==> src/rtl/pixel_interp_mc.sv <==
// Three-stage horizontal interpolator: blends each accepted pixel with the previous one
// per channel using a fractional weight, with nearest-neighbour bypass and blank masking.
module pixel_interp_mc #(
  parameter int unsigned CHANNELS = 3,
  parameter int unsigned WIDTH    = 8,
  parameter int unsigned FRACW    = 8,
  parameter int unsigned ROUND    = 1
) (
  input  logic                      clk,
  input  logic                      reset_n,
  input  logic                      in_valid,
  input  logic                      in_sol,
  input  logic                      in_blank,
  input  logic                      nearest,
  input  logic [FRACW-1:0]          frac,
  input  logic [CHANNELS*WIDTH-1:0] in_pix,
  output logic                      out_valid,
  output logic                      out_blank,
  output logic [CHANNELS*WIDTH-1:0] out_pix
);

  localparam int unsigned PW = CHANNELS * WIDTH;
  localparam int unsigned SW = WIDTH + FRACW + 1;
  localparam int unsigned PPW = WIDTH + FRACW;
  localparam logic [FRACW:0] FULL_WEIGHT = {1'b1, {FRACW{1'b0}}};
  localparam logic [SW-1:0] RND_BIAS = (ROUND != 0) ? (SW'(1) << (FRACW - 1)) : '0;

  // Stage 1 state
  logic [PW-1:0]    r_prev;
  logic             r_s1_valid;
  logic [PW-1:0]    r_s1_x;
  logic [PW-1:0]    r_s1_p;
  logic [FRACW-1:0] r_s1_f;
  logic [FRACW:0]   r_s1_inv;
  logic             r_s1_near;
  logic             r_s1_blank;

  // Stage 2 state
  logic             r_s2_valid;
  logic             r_s2_near;
  logic             r_s2_blank;
  logic [PW-1:0]    r_s2_sel;
  logic [SW-1:0]    r_s2_px [CHANNELS];
  logic [PPW-1:0]   r_s2_pp [CHANNELS];

  logic [PW-1:0]    w_p;
  logic [FRACW:0]   w_inv;
  logic [PW-1:0]    w_sel;
  logic [SW-1:0]    w_px [CHANNELS];
  logic [PPW-1:0]   w_pp [CHANNELS];
  logic [PW-1:0]    w_blend;
  logic [PW-1:0]    w_out;

  // A start-of-line pixel has no left neighbour, so it blends with itself.
  assign w_p   = in_sol ? in_pix : r_prev;
  assign w_inv = FULL_WEIGHT - {1'b0, frac};
  assign w_sel = r_s1_f[FRACW-1] ? r_s1_p : r_s1_x;

  for (genvar c = 0; c < CHANNELS; c++) begin : g_ch
    assign w_px[c] = SW'(r_s1_x[c*WIDTH +: WIDTH]) * SW'(r_s1_inv);
    assign w_pp[c] = PPW'(r_s1_p[c*WIDTH +: WIDTH]) * PPW'(r_s1_f);
    // Sum cannot exceed (2^WIDTH-1)*2^FRACW + bias, so the shifted result never wraps.
    assign w_blend[c*WIDTH +: WIDTH] =
        WIDTH'((r_s2_px[c] + SW'(r_s2_pp[c]) + RND_BIAS) >> FRACW);
  end

  always_comb begin
    w_out = w_blend;
    if (r_s2_near) begin
      w_out = r_s2_sel;
    end
    if (r_s2_blank) begin
      w_out = '0;
    end
  end

  always_ff @(posedge clk) begin
    if (!reset_n) begin
      r_prev     <= '0;
      r_s1_valid <= 1'b0;
      r_s1_x     <= '0;
      r_s1_p     <= '0;
      r_s1_f     <= '0;
      r_s1_inv   <= '0;
      r_s1_near  <= 1'b0;
      r_s1_blank <= 1'b0;
    end else begin
      r_s1_valid <= in_valid;
      if (in_valid) begin
        r_prev     <= in_pix;
        r_s1_x     <= in_pix;
        r_s1_p     <= w_p;
        r_s1_f     <= frac;
        r_s1_inv   <= w_inv;
        r_s1_near  <= nearest;
        r_s1_blank <= in_blank;
      end
    end
  end

  always_ff @(posedge clk) begin
    if (!reset_n) begin
      r_s2_valid <= 1'b0;
      r_s2_near  <= 1'b0;
      r_s2_blank <= 1'b0;
      r_s2_sel   <= '0;
      for (int c = 0; c < CHANNELS; c++) begin
        r_s2_px[c] <= '0;
        r_s2_pp[c] <= '0;
      end
    end else begin
      r_s2_valid <= r_s1_valid;
      if (r_s1_valid) begin
        r_s2_near  <= r_s1_near;
        r_s2_blank <= r_s1_blank;
        r_s2_sel   <= w_sel;
        for (int c = 0; c < CHANNELS; c++) begin
          r_s2_px[c] <= w_px[c];
          r_s2_pp[c] <= w_pp[c];
        end
      end
    end
  end

  always_ff @(posedge clk) begin
    if (!reset_n) begin
      out_valid <= 1'b0;
      out_blank <= 1'b0;
      out_pix   <= '0;
    end else begin
      out_valid <= r_s2_valid;
      if (r_s2_valid) begin
        out_blank <= r_s2_blank;
        out_pix   <= w_out;
      end
    end
  end

endmodule

==> config.mk <==
export PLATFORM = sky130hd
export DESIGN_NAME = pixel_interp_mc
export DESIGN_NICKNAME = d
export VERILOG_FILES = /design/src/rtl/pixel_interp_mc.sv
export SDC_FILE = /design/constraint.sdc
export NUM_CORES = 1
export LEC_CHECK = 0
export ABC_AREA = 1
export BUFFER_PORTS_ARGS = -buffer_cell sky130_fd_sc_hd__buf_2
export CELL_PAD_IN_SITES_DETAIL_PLACEMENT = 0
export CELL_PAD_IN_SITES_GLOBAL_PLACEMENT = 2
export CORE_AREA = 2 2 212 319
export DETAILED_ROUTE_END_ITERATION = 6
export DIE_AREA = 0 0 214 321
export GPL_TIMING_DRIVEN = 1
export PLACE_DENSITY = 0.85
export SLEW_MARGIN = 20
export SYNTH_ARGS = -nofsm -noshare
export SYNTH_HDL_FRONTEND = slang
export SYNTH_SLANG_ARGS = --single-unit
==> constraint.sdc <==
create_clock -name clk -period 6.2 [get_ports clk]
set_clock_uncertainty 0.2 [all_clocks]
set_input_delay 0.31 -clock clk [delete_from_list [all_inputs] [get_ports clk]]
set_output_delay 0.31 -clock clk [all_outputs]
set_load 0.02 [all_outputs]
# Word level (Yosys, flattened, before mapping)
# Memory sizes are Yosys's and may differ from the RTL's.
# Cells that the tools add are included.
# totals
mem_bits_ro,0
mem_count,2
ram_bits,99
register_bits,121
latchBits,0
word_cells,49
# mem_list
memory,words,word_bits,rd,rd_ports_with_merged_regs,wr,line_no,text
r_s2_px,3,17,3,0,3,43,logic [SW-1:0] r_s2_px [CHANNELS];
r_s2_pp,3,16,3,0,3,44,logic [PPW-1:0] r_s2_pp [CHANNELS];
# classes
n_div,0
multipliers,6
n_bitwise,6
n_eq_ne,0
n_shift,0
add_sub_neg,7
reduce_logical,0
n_mux,14
n_lt_le_gt_ge,0
# op_table
operator,n
24-bit 2-to-1 mux,4
8-bit by 9-bit multiplier with 17-bit output,3
17-bit 2-to-1 mux,3
16-bit adder,3
"16-bit by 8-bit adder with 16-bit output, second input constant",3
8-bit by 8-bit multiplier with 16-bit output,3
16-bit 2-to-1 mux,3
"9-bit by 8-bit subtractor with 9-bit output, first input constant",1
1-bit bitwise OR,6
1-bit 2-to-1 mux,4

# Depth between registers and ports, before layout
# logic_depth
depth_word,4
depth_mapped,21
mapped_depth_nobuf,19

# Worst setup path before layout
# OpenSTA, ideal clock, no wires.
# synth_path
path_type,reg2reg
from,register r_s1_inv[6]
to,memory r_s2_px[0][49] (netlist name) (data pin)
arrival_ns,3.987
path_buffers,2
slack_ns,1.753
path_stages_with_launch,19
setup_ns,0.259
required_ns,5.741
path_cell_list,dfxtp_1 -> clkbuf_1 -> clkbuf_1 -> nand2_1 -> fa_1 -> inv_1 -> fa_1 -> fa_1 -> inv_1 -> fa_1 -> inv_1 -> ha_1 -> a21o_1 -> a21boi_0 -> nand2_1 -> nand2_1 -> nand2_1 -> o21ai_0 -> a21oi_1
# synth_lines
item,line_no,text
"start, declared",34,logic [FRACW:0] r_s1_inv;
"start signal, assigned",94,r_s1_inv <= w_inv;
"end, declared",43,

==> out/metrics.yaml <==
cts:
  cts_buffers: 26
  tritoncts: "done"
  cts_buffer_depth: 3
  numClockSinks: 216
  cts.root.buffer_cell: "clkbuf_16"
  path_clk_slew_ns: 0.07
  cts-resized-gates: 0
  insertion_delay_ns: 0.57
  htree_levels: 1
route:
  vias: 20205
  ant_nets: 0
  viasPerCell: 4.67
  routedWlPerCell_um: 15.5
  wl_um: 67000
  remaining_drc_errors: 0
  drt_first_pass_iters: 5
  drt-initial-drc-count: 1035
synth:
  yosysMostFrequentCell: "inv_1"
  yosysTopAreaCell: "fa_1"
  synth_area_per_cell_sq_um: 7.29
  yosys.area.top_type_share: 0.186
  synth-seq-cells: 216
  yosysWarnings: 0
  yosysUniqueCellTypes: 39
  syn_inst: 3413
  ys.flop_type: "dfxtp_1"
  ys_top_cells_by_area: "fa_1, ha_1, inv_1"
  syn_nets: 3977
  seq_area_frac_synth: 0.212
  yosys-top-cells-count: "inv_1, nand2_1, ha_1, a21oi_1, fa_1"
  synth-edff-count: 96
  syn-cell-area_sq_um: 24900
  synthArstFlopShare: 0
critical_path:
  start_kind: "flip-flop"
  path_class: "reg2reg"
  crit_fanout: 18
  cp.arrival_ns: 5.05
  worst_setup_path_end_kind: "flip-flop"
  critPathRequiredTime_ns: 6.35
timing:
  grt_setup_unrepaired: "false"
  finalSetupTns_ns: 0
  slew_headroom: 0.297
  max_freq_mhz: 204
  setup_viol: 0
  maxSlewViolCount: 0
  fin_crit_sh: 0.791
  tightestPinTransition_ns: 1.05
  timing.hold.ws_ns: 0.0616
  timing.final.hold_violations: 0
  fin_crit_ns: 4.90
grt:
  grt_max_degree: 108
  grt_first_pass_wirelength_um: 109000
  grt_overflow: 0
  track_usage: 0.199
  grt_pass1_vias: 20391
  antenna_found_initial: 0
power:
  ir_drop_uv: 161
  powerDensity_nw_per_um2: 167
  p_leak_nw: 16.3
placement:
  port_buffers: 63
  gp_congestion: 0.814
  dp_hpwl_um: 53200
cells_and_area:
  multi_input_area_sq_um: 15600
  area_delta_synth_final_pct: 9.20
  fillers: 6983
  nNetsFinal: 3981
  ff_latch_area_sq_um: 5290
  drive_above_1_share: 0.0483
  diodes: 0
hold_path:
  hp-class: "in2reg"
floorplan:
  dieHeight_um: 321
  die_x_um: 214
  die_area_sq_um: 68700
  initial_core_util: 0.377
  io_pins: 64
  core_sq_um: 66000
  rows: 116
job:
  max_cap_viol_count: 0
run_status:
  run_status: "complete, no violations"
-- worst max-delay path: stages (launching register included) --
cell and delay, ns:
dfxtp_1 0.55, buf_4 0.30, nand2_1 0.07, inv_1 0.06, fa_1 0.53, inv_1 0.05
fa_1 0.53, inv_1 0.05, fa_1 0.49, inv_1 0.05, fa_1 0.47, inv_1 0.04
ha_1 0.35, a21oi_1 0.23, o21ai_0 0.14, a21oi_1 0.18, o21ai_0 0.09, a21oi_1 0.32
-- sequential cells by signal, summed over array words and instances (netlist names), 8 cells and up --
signal    count
out_pix      24
r_s1_f        8
r_s1_inv      8
r_s1_p       24
r_s1_x       24
r_s2_pp      48
r_s2_px      48
r_s2_sel     24
-- path summary, 6_finish.rpt --
check | from | endpoint | slack, ns | cells after the start
min | reset_n | r_s1_x[13] | 0.06 | 3
max reg2reg | r_s1_inv[5] | r_s2_px[0][42] | 1.30 | 17
max | r_s1_inv[5] | r_s2_px[0][42] | 1.30 | 17
min reg2reg | r_s2_valid | out_valid | 0.25 | 2
-- cell type report --
cell class | count | share of cell area
clock buffer | 38 | 0.0291
timing repair buffer | 128 | 0.0334
multi-input combinational | 2137 | 0.573
inverter | 908 | 0.125
tap | 885 | 0.0408
clock inverter | 10 | 0.00350
sequential | 216 | 0.195
-- logic make-up after synthesis --
group / share of synthesized area
AND/OR/NAND/NOR: 0.173
buffers and inverters: 0.162
adder cells (fa/ha/maj): 0.334
AO/OA/AOI/OAI: 0.109
flip-flops: 0.212
XOR/XNOR: 0.00916
-- where the power goes --
part / internal, mW / switching (mW)
registers: 1.57 / 0.151
clock network: 0.931 / 0.675
logic: 0.432 / 0.766
-- what timing repair did --
| item | CTS | global route |
|---|---|---|
| hold buffers | 37 | 0 |
| buffers inserted | 0 | 0 |
| endpoints found under the hold margin | 66 | 0 |
-- cell usage in the layout (no fill, tap or decap), types with 17 or more instances in the layout --
master           n
nor2_1         162
nand2_1        815
inv_1          901
ha_1           295
o22ai_2         17
buf_4           27
fa_1           231
dfxtp_1        119
buf_2           63
clkbuf_16       28
a21oi_1        268
o21ai_0        134
edfxtp_1        96
xor2_1          22
nand3_1         84
dlygate4sd3_1   37
-- metrics by stage --
stage / setup WS, ns / cells / instance area [sq um] / utilization / power [mW]
after floorplan: 1.75 / 3413 / 24900 / - / 2.56
after detailed placement: 1.30 / 4237 / 25900 / 0.392 / 2.95
after global placement: 1.34 / 4237 / 25900 / 0.392 / 2.94
after global routing: 1.02 / 4322 / 27200 / 0.411 / 4.83
after CTS: 1.30 / 4322 / 27200 / 0.411 / 4.60
final: 1.30 / 4322 / 27200 / 0.411 / 4.53
-- per-layer routing --
layer | global-route usage | routed length [um]
met1 | 0.261 | 30900
met3 | 0.00879 | 1480
met5 | 0 | 0
met2 | 0.357 | 33000
met4 | 0.0538 | 1670
Power figures use the tool's default switching activity.
